[src/rtl/param_wb_burst.sv]
// Burst write-back buffer: collects up to BURST_LEN words from a PVR client,
// then replays them as one Avalon-style write burst to the DDRAM arbiter.
module param_wb_burst #(
  parameter int BURST_LEN = 32
) (
  input  logic        clock,
  input  logic        reset_n,
  input  logic [21:0] wr_addr,
  input  logic        wr_start,
  input  logic [31:0] wr_data,
  input  logic        wr_valid,
  input  logic        wr_flush,
  output logic        wr_ready,
  output logic        wr_busy,
  output logic        wr_done,
  input  logic        ddram_waitrequest,
  output logic [21:0] ddram_addr,
  output logic [5:0]  ddram_burstcnt,
  output logic        ddram_write,
  output logic [31:0] ddram_writedata
);

  localparam int         IDX_W = (BURST_LEN > 1) ? $clog2(BURST_LEN) : 1;
  localparam logic [5:0] LEN6  = 6'(BURST_LEN);

  localparam logic [1:0] S_IDLE  = 2'd0;
  localparam logic [1:0] S_FILL  = 2'd1;
  localparam logic [1:0] S_WRITE = 2'd2;
  localparam logic [1:0] S_DONE  = 2'd3;

  logic [1:0]  state_q, state_d;
  logic [5:0]  count_q, count_d;
  logic [5:0]  beat_q, beat_d;
  logic [5:0]  burstcnt_q, burstcnt_d;
  logic [21:0] addr_q, addr_d;
  logic [31:0] buf_q [BURST_LEN];

  logic        accept;
  logic [5:0]  count_inc;

  assign wr_ready  = (state_q == S_FILL) && (count_q < LEN6);
  assign accept    = wr_valid && wr_ready;
  // Count as it will be after this cycle, so a word arriving with flush is kept.
  assign count_inc = count_q + 6'(accept);

  always_comb begin
    state_d    = state_q;
    count_d    = count_q;
    beat_d     = beat_q;
    burstcnt_d = burstcnt_q;
    addr_d     = addr_q;
    case (state_q)
      S_IDLE: begin
        if (wr_start) begin
          addr_d  = wr_addr;
          count_d = '0;
          state_d = S_FILL;
        end
      end
      S_FILL: begin
        count_d = count_inc;
        if (count_inc == LEN6) begin
          burstcnt_d = LEN6;
          beat_d     = '0;
          state_d    = S_WRITE;
        end else if (wr_flush) begin
          if (count_inc != 6'd0) begin
            burstcnt_d = count_inc;
            beat_d     = '0;
            state_d    = S_WRITE;
          end else begin
            state_d = S_DONE;
          end
        end
      end
      S_WRITE: begin
        if (!ddram_waitrequest) begin
          if (beat_q == burstcnt_q - 6'd1) begin
            state_d = S_DONE;
          end else begin
            beat_d = beat_q + 6'd1;
          end
        end
      end
      default: begin
        state_d = S_IDLE;
      end
    endcase
  end

  always_ff @(posedge clock or negedge reset_n) begin
    if (!reset_n) begin
      state_q    <= S_IDLE;
      count_q    <= '0;
      beat_q     <= '0;
      burstcnt_q <= '0;
      addr_q     <= '0;
    end else begin
      state_q    <= state_d;
      count_q    <= count_d;
      beat_q     <= beat_d;
      burstcnt_q <= burstcnt_d;
      addr_q     <= addr_d;
    end
  end

  // Buffer contents need no reset: they are only read for beats already filled.
  always_ff @(posedge clock) begin
    if (accept) begin
      buf_q[count_q[IDX_W-1:0]] <= wr_data;
    end
  end

  assign wr_busy         = (state_q != S_IDLE);
  assign wr_done         = (state_q == S_DONE);
  assign ddram_write     = (state_q == S_WRITE);
  assign ddram_addr      = addr_q;
  assign ddram_burstcnt  = burstcnt_q;
  assign ddram_writedata = (state_q == S_WRITE) ? buf_q[beat_q[IDX_W-1:0]] : 32'd0;

endmodule

[config.mk]
export PLATFORM = sky130hd
export DESIGN_NAME = param_wb_burst
export DESIGN_NICKNAME = d
export VERILOG_FILES = /design/src/rtl/param_wb_burst.sv
export SDC_FILE = /design/constraint.sdc
export NUM_CORES = 1
export LEC_CHECK = 0
export BUFFER_PORTS_ARGS = -buffer_cell sky130_fd_sc_hd__buf_2
export CAP_MARGIN = 20
export CORE_ASPECT_RATIO = 0.8
export CORE_MARGIN = 8
export CORE_UTILIZATION = 39
export DETAILED_ROUTE_END_ITERATION = 16
export GPL_TIMING_DRIVEN = 0
export HOLD_SLACK_MARGIN = 0.03
export PLACE_DENSITY = 0.63
export SYNTH_ARGS = -nofsm -noshare
export SYNTH_HDL_FRONTEND = slang
export SYNTH_SLANG_ARGS = --single-unit
[constraint.sdc]
create_clock -name clock -period 4.8 [get_ports clock]
set_input_delay 0.24 -clock clock [delete_from_list [all_inputs] [get_ports clock]]
set_output_delay 0.24 -clock clock [all_outputs]
set_load 0.01 [all_outputs]
# ---- Yosys cells after proc, flatten, opt, wreduce, memory -nomap -nowiden
# Memories as Yosys holds them, arrays and structs flattened.
# Index checks and enable logic that the tools add are counted.
dict set report op_classes {
  n_addsub 3
  order_cmp 1
  n_eq_ne 11
  n_mux 21
  n_reduce_logical 14
}
# operator n
set ops {}
lappend ops {{6-bit two-way mux} 9}
lappend ops {{32-bit two-way mux} 1}
lappend ops {{6-bit case mux with 2 select lines} 2}
lappend ops {{2-bit two-way mux} 5}
lappend ops {{2-bit nonzero test} 5}
lappend ops {{6-bit by 1-bit adder with 6-bit output} 1}
lappend ops {{6-bit by 1-bit adder with 6-bit output, second input constant} 1}
lappend ops {{6-bit equality test} 1}
lappend ops {{6-bit equality test, second input constant} 1}
lappend ops {{6-bit < comparator, second input constant} 1}
lappend ops {{2-bit != test, second input constant} 3}
lappend ops {{2-bit case mux with 3 select lines} 1}
lappend ops {{6-bit nonzero test} 1}
lappend ops {{6-bit by 1-bit subtractor with 6-bit output, second input constant} 1}
lappend ops {{5-bit AND reduction} 1}
lappend ops {{2-bit equality test, second input constant} 2}
lappend ops {{2-bit AND reduction} 2}
lappend ops {{4-bit AND reduction} 1}
lappend ops {{1-bit two-way mux} 3}
lappend ops {{3-bit by 1-bit != test with 1-bit output, second input constant} 1}
lappend ops {{3-bit by 2-bit != test with 1-bit output, second input constant} 1}
lappend ops {{3-bit AND reduction} 1}
lappend ops {{2-bit by 1-bit equality test with 1-bit output, second input constant} 1}
lappend ops {{1-bit logical AND} 2}
lappend ops {{other kinds (2)} 2}
dict set report word_totals {
  regBits 42
  ramBits 1024
  in_bits 60
  output_inout_bits 64
  word_cells 56
  mem_count 1
}
# memory depth width rd rd_ports_with_merged_regs wr line_no
set memory_table {}
lappend memory_table {buf_q 32 32 1 0 1 36} ;# logic [31:0] buf_q [BURST_LEN];

# ---- Longest topological paths before layout
dict set report logic_depth {
  ltp_word 9
  ltp_mapped 16
  depth_no_buf 14
}

# ---- Least setup slack after synthesis
# No wires, ideal clock.
dict set report synth_path {
  kind {register -> register}
  startpoint {register state_q[1]}
  endpoint {memory buf_q[28][0] (enable)}
  setup_time_ns 0.421
  t_arrival_ns 3.239
  required_time_ns 4.379
  setup_slack_ns 1.140
  path_stages_with_launch 10
  n_path_buf 2
  period_less_slack_ns 3.660
  cell_sequence {dfrtp_1 inv_1 ha_1 clkbuf_1 inv_1 nor2_1 nand2_1 or3_1 clkbuf_1 nor2_1}
}
dict set report synth_between {
  elab_chain_cells 5
}
# item line_no
set synth_lines {}
lappend synth_lines {{start: declaration} 31} ;# logic [1:0] state_q, state_d;
lappend synth_lines {{start signal: assignment} 99} ;# state_q <= state_d;
lappend synth_lines {{2-bit by 1-bit equality test with 1-bit output} 41} ;# assign wr_ready = (state_q == S_FILL) && (count_q < LEN6);
lappend synth_lines {{1-bit logical AND} 41}
lappend synth_lines {{named net wr_ready} 13} ;# output logic wr_ready,
lappend synth_lines {{1-bit logical AND} 42} ;# assign accept = wr_valid && wr_ready;
lappend synth_lines {{1-bit two-way mux} 109} ;# if (accept) begin
lappend synth_lines {{1-bit two-way mux (implied by the code)} 110} ;# buf_q[count_q[IDX_W-1:0]] <= wr_data;
lappend synth_lines {{end: declaration} 36}
# The timed path passes the listed nets, and every way through them passes these cells.

# ---- Worst setup path after layout
dict set report layout_path {
  startpoint {register beat_q[2]}
  endpoint {output ddram_writedata[1]}
}
dict set report layout_between {
  elab_chain_cells 2
}
# item line_no
set layout_lines {}
lappend layout_lines {{start: declaration} 33} ;# logic [5:0] beat_q, beat_d;
lappend layout_lines {{start signal: assignment} 101} ;# beat_q <= beat_d;
lappend layout_lines {{memory read 32 x 32 bit} -}
lappend layout_lines {{32-bit two-way mux} 119} ;# assign ddram_writedata = (state_q == S_WRITE) ? buf_q[beat_q[IDX_W-1:0]] : 32'd0;
lappend layout_lines {{end: declaration} 20} ;# output logic [31:0] ddram_writedata
# No other way between the ends.

==> summary.md <==
| Metric | Value |
|---|---|
| Status | `completed` |
| # setup viols final | `0` |
| GR Overflow Total | `0` |
| Layout net count | `2133` |
| Largest cells by area after synthesis | `edfxtp_1 (74%), mux4_2 (17%), dfrtp_1 (2.5%), mux2i_1 (0.85%), mux2_2 (0.76%)` |
| Crit-path max FO | `10` |
| Reg-to-Reg End | `ddram_burstcnt[0]` |
| Kind of critical path | `flip-flop to primary output` |
| Vias in the first global route | `20700` |
| Pre-Repair DR Iteration Count | `5` |
| Hold Crit Class | `primary input to flip-flop` |
| Async SR Flop Fraction | `3.94%` |
| Worst-Margin Slew | `1110 ps` |
| Post-DP HPWL | `66.3 mm` |
| Static leakage | `0.0150 µW` |
| Die Area | `0.117 mm²` |
| IO Pins | `124` |
| CTS tree | `yes` |
| Inserted Diodes | `0` |
| DR WL/cell | `28.3 µm` |
| Post-place setup slack | `677 ps` |
| RePlAce Congestion | `0.777` |
| Root Driver | `clkbuf_16` |
| Post-Syn Area | `0.0413 mm²` |
| Num CTS Buffers | `103` |
| Clk sink count | `1066` |
| YS warnings | `0` |
| CP Capture Point | `ddram_writedata[1]` |
| Global-route wire length before repair | `146 mm` |
| FP Rows | `106` |
| Via Count | `19700` |
| Largest net degree at the start of global routing | `43` |
| Clock Skew | `21.5 ps` |
| CTS Buffer Depth | `3` |
| Final Cycle Share | `92.6%` |
| Post-CTS Setup Bufs | `0` |
| Max cap viols | `0` |
| Synth Register Bits | `1066` |
| Highest clock rate | `0.225 GHz` |
| Final core occ | `46.3%` |
| RSZ-0062 raised after global routing | `false` |
| Post-Synthesis Cells | `1757` |
| Yosys top cell area share | `74.4%` |
| R2R setup slack | `820 ps` |
| Setup_tns | `0 ps` |
| Worst skew pair latency | `680 ps` |
| Total core area | `0.105 mm²` |
| Share of layout cells above drive strength 1 | `34.0%` |
| Yosys top cell by area | `edfxtp_1` |
| Power per cell area | `471 mW/mm²` |
| Starting density of the core | `39.4%` |
| CP arrival | `4210 ps` |
| Crit path time final | `4450 ps` |
| Post-DRT Antenna Nets | `0` |
| Via density | `5.54` |
| Critical path origin | `beat_q[2]` |
| Req. time, crit path | `4560 ps` |
| Die X | `380 µm` |
| Drt total wl | `101 mm` |
| Layout area overhead | `17.5%` |
| Synthesized Nets | `1826` |
| Initial antenna violation count | `2` |
| Most frequent cell after synthesis | `edfxtp_1` |
| Total track usage | `17.0%` |
| Avg Inst Size Synth | `23.5 µm²` |
| Commonest cells post-synth | `edfxtp_1 (1024), mux4_2 (320), clkbuf_1 (55), nor2_1 (46), dfrtp_1 (42)` |
| Worst R2R Start | `state_q[1]` |
| Netlist cell types | `50` |
| Post-synth EDFFs | `1024` |
| Drt drc | `0` |
| Peak supply drop | `0.329 mV` |
| Sequential fraction of the synthesis area | `76.9%` |
| Input/output buffers | `122` |
| Slew HR | `26.1%` |
| DR iter-0 viols | `2208` |
| Startpoint types | `flip-flop` |
| Element type at the critical path end | `primary output` |
| Final Hold Fails | `0` |
| Post-route worst setup slack | `355 ps` |
| Leading register cell type out of synthesis | `edfxtp_1` |
| Chip height | `307 µm` |
| Reg2reg path depth | `14` |
| Slew Viols, Final | `0` |
| CTS clk-pin slew, worst paths | `60 ps` |
| CTS H-tree lvls | `3` |
| Hold WS | `64.4 ps` |
-- critical path, stage by stage (launching register included) --
cell and delay [ps]:
dfrtp_1 400, clkbuf_1 630, clkbuf_1 890, mux4_2 410, mux4_2 510, mux2i_1 350
nor2b_1 160, buf_2 180
-- timing repair --
action                     in CTS  in global routing
hold endpoints to repair      234                  0
hold buffers                   33                  0
cloned                          0                  0
setup endpoints to repair       1                  1
gates resized for setup         1                  3
-- per-stage QoR --
stage	power, µW	cells	cell area (µm²)
after floorplan	13400	1757	41300
after global placement	14800	3283	43700
after detailed placement	14900	3324	44700
after CTS	23000	3550	48500
after global routing	23600	3556	48600
final	22900	3556	48600
-- where the power goes --
group / switching, µW / total, µW / internal [µW] / leakage (µW)
logic: 2280 / 4230 / 1950 / 0.00359
registers: 107 / 10500 / 10400 / 0.00974
clock network: 3450 / 8120 / 4670 / 0.00166
total: 5840 / 22900 / 17000 / 0.0150
-- per-layer routing --
| layer | GRT usage (%) | up-vias | part of all wire, % |
|---|---|---|---|
| met5 | 0 | - | 0 |
| met4 | 3.56 | 0 | 1.9 |
| met3 | 2.85 | 146 | 6.2 |
| met2 | 28.9 | 757 | 50 |
| met1 | 23.4 | 10700 | 42 |
| li1 | - | 8106 | - |
-- how the worst min path moves through the flow --
stage / startpoint / end / slack (ps) / cells past startpoint
global placement: reset_n / ddram_addr[15] / 410 / 1
floorplan: reset_n / beat_q[0] / -60 / 0
CTS: wr_data[31] / buf_q[23][31] / 30 / 1
finish: wr_data[4] / buf_q[13][4] / 60 / 1
global route: wr_data[18] / buf_q[2][18] / 60 / 1
detailed placement: reset_n / ddram_addr[15] / 430 / 1
-- registers in the layout (all words and copies together) (netlist names) --
register	flops
count_q	6
ddram_addr	22
buf_q	1024
state_q	2
beat_q	6
ddram_burstcnt	6
-- placed cells by master, fill, tap and decap left out, drive strengths merged, types with 2 or more instances in the layout --
cell / count
a32oi: 2
a21o: 3
dfrtp: 42
clkbuf: 182
a21oi: 9
nor2: 46
nor2b: 37
mux2i: 35
clkinvlp: 5
buf: 210
nor3: 5
nor3b: 2
xnor2: 6
and2: 2
o21ai: 10
inv: 15
nand3b: 5
edfxtp: 1024
dlygate4sd3: 33
or4: 2
nand2b: 3
mux4: 320
nand2: 21
bufinv: 11
o211ai: 2
ha: 9
o2111ai: 2
xor2: 4
a211o: 4
nand3: 8
or3: 4
clkinv: 43
and3: 2
mux2: 30
-- area by class of cell --
class                   count  area (µm²)
clock inverters            66         662
well taps                1404        1760
inverters                   8        30.0
multi-input cells         587        9360
clock buffers             127        2740
fillers                  8606       56200
plain buffers              96         390
flip-flops and latches   1066       31800
repair buffers            202        1820
-- cells by family after synthesis --
| group | synth area share [%] |
|---|---|
| AOI/OAI and AO/OA | 0.693 |
| xor gates and xnor gates | 0.212 |
| adders and majority gates | 0.272 |
| buffers and inverters | 1.01 |
| DFF | 76.9 |
| muxes | 19.1 |
| and+or+nand+nor | 1.77 |
(Power assumes the default switching activity.)
